File: src/rtl/id_ex_stage.sv
// ID/EX pipeline register: single-entry buffer with operand forwarding and hazard stall.
// Define ID_EX_FORWARDING_EN for forwarding (load-use stalls only); otherwise every RAW hazard stalls.
module id_ex_stage #(
  parameter int N    = 32,
  parameter int ADDR = 5
) (
  input  logic            clk,
  input  logic            reset,
  input  logic            in_valid_i,
  output logic            in_ready_o,
  input  logic [ADDR-1:0] rs1_i,
  input  logic [ADDR-1:0] rs2_i,
  input  logic [ADDR-1:0] rd_i,
  input  logic [N-1:0]    rd1_i,
  input  logic [N-1:0]    rd2_i,
  input  logic [N-1:0]    imm_i,
  input  logic [7:0]      ctrl_i,
  input  logic [ADDR-1:0] mem_rd_i,
  input  logic            mem_reg_write_i,
  input  logic [N-1:0]    mem_data_i,
  input  logic [ADDR-1:0] wb_rd_i,
  input  logic            wb_reg_write_i,
  input  logic [N-1:0]    wb_data_i,
  input  logic            flush_i,
  output logic            out_valid_o,
  input  logic            out_ready_i,
  output logic [N-1:0]    op1_o,
  output logic [N-1:0]    op2_o,
  output logic [N-1:0]    imm_o,
  output logic [ADDR-1:0] rd_o,
  output logic [7:0]      ctrl_o,
  output logic            stall_o,
  output logic [15:0]     stall_cnt_o
);

  logic            r_out_valid;
  logic [N-1:0]    r_op1, r_op2, r_imm;
  logic [ADDR-1:0] r_rd;
  logic [7:0]      r_ctrl;
  logic [15:0]     r_stall_cnt;

  logic            w_out_free, w_load_use, w_stall, w_accept;
  logic [N-1:0]    w_op1, w_op2;

`ifdef ID_EX_FORWARDING_EN
  // Newest producer wins: EX/MEM result shadows the write-back result.
  function automatic logic [N-1:0] f_operand(input logic [ADDR-1:0] rs, input logic [N-1:0] rf_data);
    if (rs == '0)
      return '0;
    else if (mem_reg_write_i && (mem_rd_i != '0) && (mem_rd_i == rs))
      return mem_data_i;
    else if (wb_reg_write_i && (wb_rd_i != '0) && (wb_rd_i == rs))
      return wb_data_i;
    else
      return rf_data;
  endfunction
`else
  function automatic logic [N-1:0] f_operand(input logic [ADDR-1:0] rs, input logic [N-1:0] rf_data);
    return (rs == '0) ? '0 : rf_data;
  endfunction

  // Any in-flight writer of a nonzero source register is a hazard without forwarding.
  function automatic logic f_raw(input logic [ADDR-1:0] rs);
    return (rs != '0) &&
           ((r_out_valid && r_ctrl[0] && (r_rd == rs)) ||
            (mem_reg_write_i && (mem_rd_i == rs)) ||
            (wb_reg_write_i && (wb_rd_i == rs)));
  endfunction

  logic w_unused;
  assign w_unused = ^{mem_data_i, wb_data_i};
`endif

  assign w_out_free = ~r_out_valid | out_ready_i;
  assign w_load_use = in_valid_i & r_out_valid & r_ctrl[1] & (r_rd != '0) &
                      ((r_rd == rs1_i) | (r_rd == rs2_i));

`ifdef ID_EX_FORWARDING_EN
  assign w_stall = w_load_use;
`else
  assign w_stall = w_load_use | (in_valid_i & (f_raw(rs1_i) | f_raw(rs2_i)));
`endif

  assign in_ready_o = flush_i | (w_out_free & ~w_stall);
  assign w_accept   = in_valid_i & in_ready_o & ~flush_i;
  assign w_op1      = f_operand(rs1_i, rd1_i);
  assign w_op2      = f_operand(rs2_i, rd2_i);

  always_ff @(posedge clk or negedge reset) begin
    if (!reset) begin
      r_out_valid <= 1'b0;
      r_op1       <= '0;
      r_op2       <= '0;
      r_imm       <= '0;
      r_rd        <= '0;
      r_ctrl      <= '0;
      r_stall_cnt <= '0;
    end else begin
      if (flush_i) begin
        r_out_valid <= 1'b0;
      end else if (w_out_free) begin
        r_out_valid <= w_accept;
        if (w_accept) begin
          r_op1  <= w_op1;
          r_op2  <= w_op2;
          r_imm  <= imm_i;
          r_rd   <= rd_i;
          r_ctrl <= ctrl_i;
        end
      end
      if (w_stall && (r_stall_cnt != 16'hFFFF))
        r_stall_cnt <= r_stall_cnt + 16'd1;
    end
  end

  assign out_valid_o = r_out_valid;
  assign op1_o       = r_op1;
  assign op2_o       = r_op2;
  assign imm_o       = r_imm;
  assign rd_o        = r_rd;
  assign ctrl_o      = r_ctrl;
  assign stall_o     = w_stall;
  assign stall_cnt_o = r_stall_cnt;

endmodule

File: config.mk
export PLATFORM = sky130hd
export DESIGN_NAME = id_ex_stage
export DESIGN_NICKNAME = d
export VERILOG_FILES = /design/src/rtl/id_ex_stage.sv
export SDC_FILE = /design/constraint.sdc
export NUM_CORES = 1
export LEC_CHECK = 0
export BUFFER_PORTS_ARGS = -buffer_cell sky130_fd_sc_hd__buf_4
export CAP_MARGIN = 10
export CORE_AREA = 2 2 126 128
export DETAILED_ROUTE_END_ITERATION = 10
export DIE_AREA = 0 0 128 130
export GPL_TIMING_DRIVEN = 1
export PLACE_DENSITY = 0.71
export SLEW_MARGIN = 15
export SYNTH_ARGS = -nofsm -noshare
export SYNTH_HDL_FRONTEND = slang
export SYNTH_SLANG_ARGS = --single-unit
File: constraint.sdc
create_clock -name clk -period 2.3 [get_ports clk]
set_clock_uncertainty 0.2 [all_clocks]
set_input_delay 0 -clock clk [delete_from_list [all_inputs] [get_ports clk]]
set_output_delay 0 -clock clk [all_outputs]
set_load 0.01 [all_outputs]
==> impl_metrics.json <==
{
  "r2r-end": "ctrl_o[3]",
  "antenna_found_initial": 0,
  "gp_congestion": 0.813,
  "fin_nets": 1148,
  "p_leak_uw": 0.00524,
  "drt-total-wl_mm": 19.0,
  "drc": 0,
  "synth_area_leaders": "dfrtp_1, mux2_4, nand2_1",
  "max-slew-margin-rel_pct": 59.1,
  "cts.sinks": 126,
  "placed_cell_area_sq_um": 8110,
  "htree_levels": 4,
  "regToRegSetupSlack_ps": -290,
  "grt_pass1_vias": 5640,
  "reg2reg_from": "rd_o[0]",
  "tns_ps": -15180,
  "ys_types": 36,
  "maxCapViolCount": 0,
  "yosys.area.top_type_share_pct": 55.8,
  "syn_nets": 714,
  "clk_pin_slew_ps": 60,
  "die_y_microns": 130,
  "fin_ws_ps": -285,
  "min_path_type": "input port to register",
  "crit_slowest_cell": "or4_4",
  "cts_tree": "yes",
  "worstMarginPinSlew_ps": 614,
  "yosys.area.top_type": "dfrtp_1",
  "dp_hpwl_mm": 11.5,
  "cts_buffer_depth": 2,
  "critPathArrivalTime_ps": 2680,
  "design_area_sq_um": 10300,
  "hold_viol": 0,
  "drtIter0Drc": 167,
  "crit_chain": "or4_4 > o21ai_2 > o31ai_2 > o211ai_2 > buf_4 > nand4_4 > buf_12 > buf_12 > buf_12 > mux2_4",
  "finalPower_uw": 7980,
  "via_count": 5585,
  "fp.dieW_microns": 128,
  "grt_max_degree": 50,
  "outcome": "complete, but fails checks",
  "cp_max_fo": 7,
  "finalCritPeriodShare_pct": 112,
  "wl_per_cell_microns": 16.5,
  "syn2layout_area_growth_pct": 83.1,
  "holdPathEnd": "op2_o[0]",
  "cp_top_family": "simple AND/OR/NAND/NOR gates",
  "crit_required_ps": 2400,
  "multi_input_area_sq_um": 2540,
  "r2r_cells": 10,
  "rows": 46,
  "layout-drive-gt1-share_pct": 46.6,
  "ios": 328,
  "seq_area_sq_um": 3150,
  "gr-total-overflow": 0,
  "ys.flop_type": "dfrtp_1",
  "yosysMostFrequentCell": "nand2_1",
  "fp.coreArea_sq_um": 15400,
  "synthesis.area_sq_um": 5650,
  "synth_cells": 513,
  "final_core_util_pct": 67.0,
  "yosysSeqAreaShare_pct": 55.8,
  "post-route-min-period_ps": 2590,
  "grt_pass1_wl_mm": 28.5,
  "worst-setup-path-type": "register to register",
  "synth_edf_count": 0,
  "first_pass_iters": 4,
  "setup_viol_count_final": 114,
  "track_usage_pct": 22.0,
  "via_per_inst": 4.85,
  "fillCellCount": 1118,
  "violations": "negative setup slack",
  "synth_common_cells": "nand2_1, dfrtp_1, o21ai_1",
  "ys_warn_count": 0,
  "ys_seq_elements": 126,
  "cts-root-buf": "clkbuf_16",
  "hold_depth": 5,
  "p_per_area_nw_per_um2": 771,
  "crit_buf_inv": 4,
  "fmax_ghz": 0.387,
  "async_flop_share_pct": 100,
  "numCtsBuffers": 17,
  "ant_nets": 0,
  "worst_hold_startpoint": "rs2_i[4]",
  "slowest_delay_ps": 530,
  "dieArea_sq_um": 16600,
  "io_buffers": 263,
  "peakVddDrop_v": 0.000465,
  "maxSlewViolCount": 0,
  "start_util_pct": 36.6,
  "cpMostUsedCell": "buf_12",
  "crit_path_start_kind": "register",
  "insertion_delay_ps": 410,
  "rsz0062_at_grt": "true",
  "cp-end-kind": "register",
  "avgSynthCellArea_sq_um": 11.0
}
-- logic make-up (layout without fill, tap and decap cells) --
kind of cell,count (synthesis),after routing,share of synthesized area [%]
AND/OR/NAND/NOR,194,194,15.3
XOR/XNOR,43,43,6.67
buffers and inverters,28,474,2.84
multiplexers,47,47,12.1
AO/OA/AOI/OAI,74,74,7.02
other,0,1,0
flip-flops,126,126,55.8
adder cells (fa/ha/maj),1,1,0.222
-- cells in the final DEF (no fill, tap or decap), drive strengths merged, types with 2 or more instances in the layout --
cell type | Yosys | routed
xor2 | 5 | 5
clkinvlp | 0 | 5
buf | 17 | 328
clkinv | 0 | 5
nor3 | 3 | 3
mux2 | 47 | 47
dfrtp | 126 | 126
dlygate4sd3 | 0 | 114
nand3 | 13 | 13
nand4 | 12 | 12
clkbuf | 11 | 20
o21ai | 66 | 66
xnor2 | 38 | 38
nor2b | 2 | 2
nand2 | 138 | 138
nor2 | 5 | 5
o22ai | 2 | 2
nor3b | 2 | 2
bufinv | 0 | 2
and4 | 5 | 5
and3 | 8 | 8
-- where the power goes --
part / internal (uW) / switching [uW]
combinational: 1470 / 1030
sequential: 2650 / 274
clock: 1580 / 980
-- worst max-delay path by stage --
stage,startpoint,endpoint,slack (ps),depth (start not counted)
global route,rd_o[1],rd_o[2],-360,10
floorplan,rd_o[0],imm_o[30],10,8
finish,rd_o[0],ctrl_o[3],-290,10
CTS,rd_o[1],in_ready_o,-210,9
global placement,rd_o[1],imm_o[1],-40,8
detailed placement,rd_o[1],imm_o[29],-100,8
-- worst min-delay path: cells and delay by family --
kind / cells / cell delay, ps
AND/OR/NAND/NOR: 3 / 370
AO/OA/AOI/OAI: 1 / 100
buffers and inverters: 1 / 120
-- state kept, by name, summed over array words and instances (netlist names) --
register     cells
op1_o           32
rd_o             5
imm_o           32
op2_o           32
ctrl_o           8
stall_cnt_o     16
out_valid_o      1
-- per-layer routing --
metal / GRT usage [%] / vias to the layer above / share of wire, %
met1: 25.7 / 2678 / 39
li1: - / 2608 / -
met4: 9.18 / 0 / 3.3
met5: 0 / - / 0
met2: 38.8 / 244 / 51
met3: 5.54 / 55 / 6.3
-- per-stage QoR --
step | hold WS [ps] | instances | worst slack, ps
finish | 24.0 | 1152 | -285
global route | 75.8 | 1151 | -359
CTS | 10.4 | 1138 | -210
detailed placement | -144 | 982 | -95.8
global placement | -151 | 982 | -44.8
floorplan | -496 | 513 | 10.6
-- layout make-up --
type | instances | area share, %
Timing Repair Buffer | 443 | 37.2
Clock buffer | 19 | 4.19
Sequential cell | 126 | 30.5
Clock inverter | 12 | 1.19
Multi-Input combinational cell | 359 | 24.5
Antenna cell | 1 | 0.0242
Tap cell | 192 | 2.32
-- repair_timing --
action	4_1_cts	5_1_grt
hold endpoints to repair	251	0
cloned	2	1
hold buffers	114	0
buffers inserted	10	13
endpoints found under the setup margin	75	128
resized for setup	39	54
pin swaps	14	17
Power figures use the tool's default switching activity.
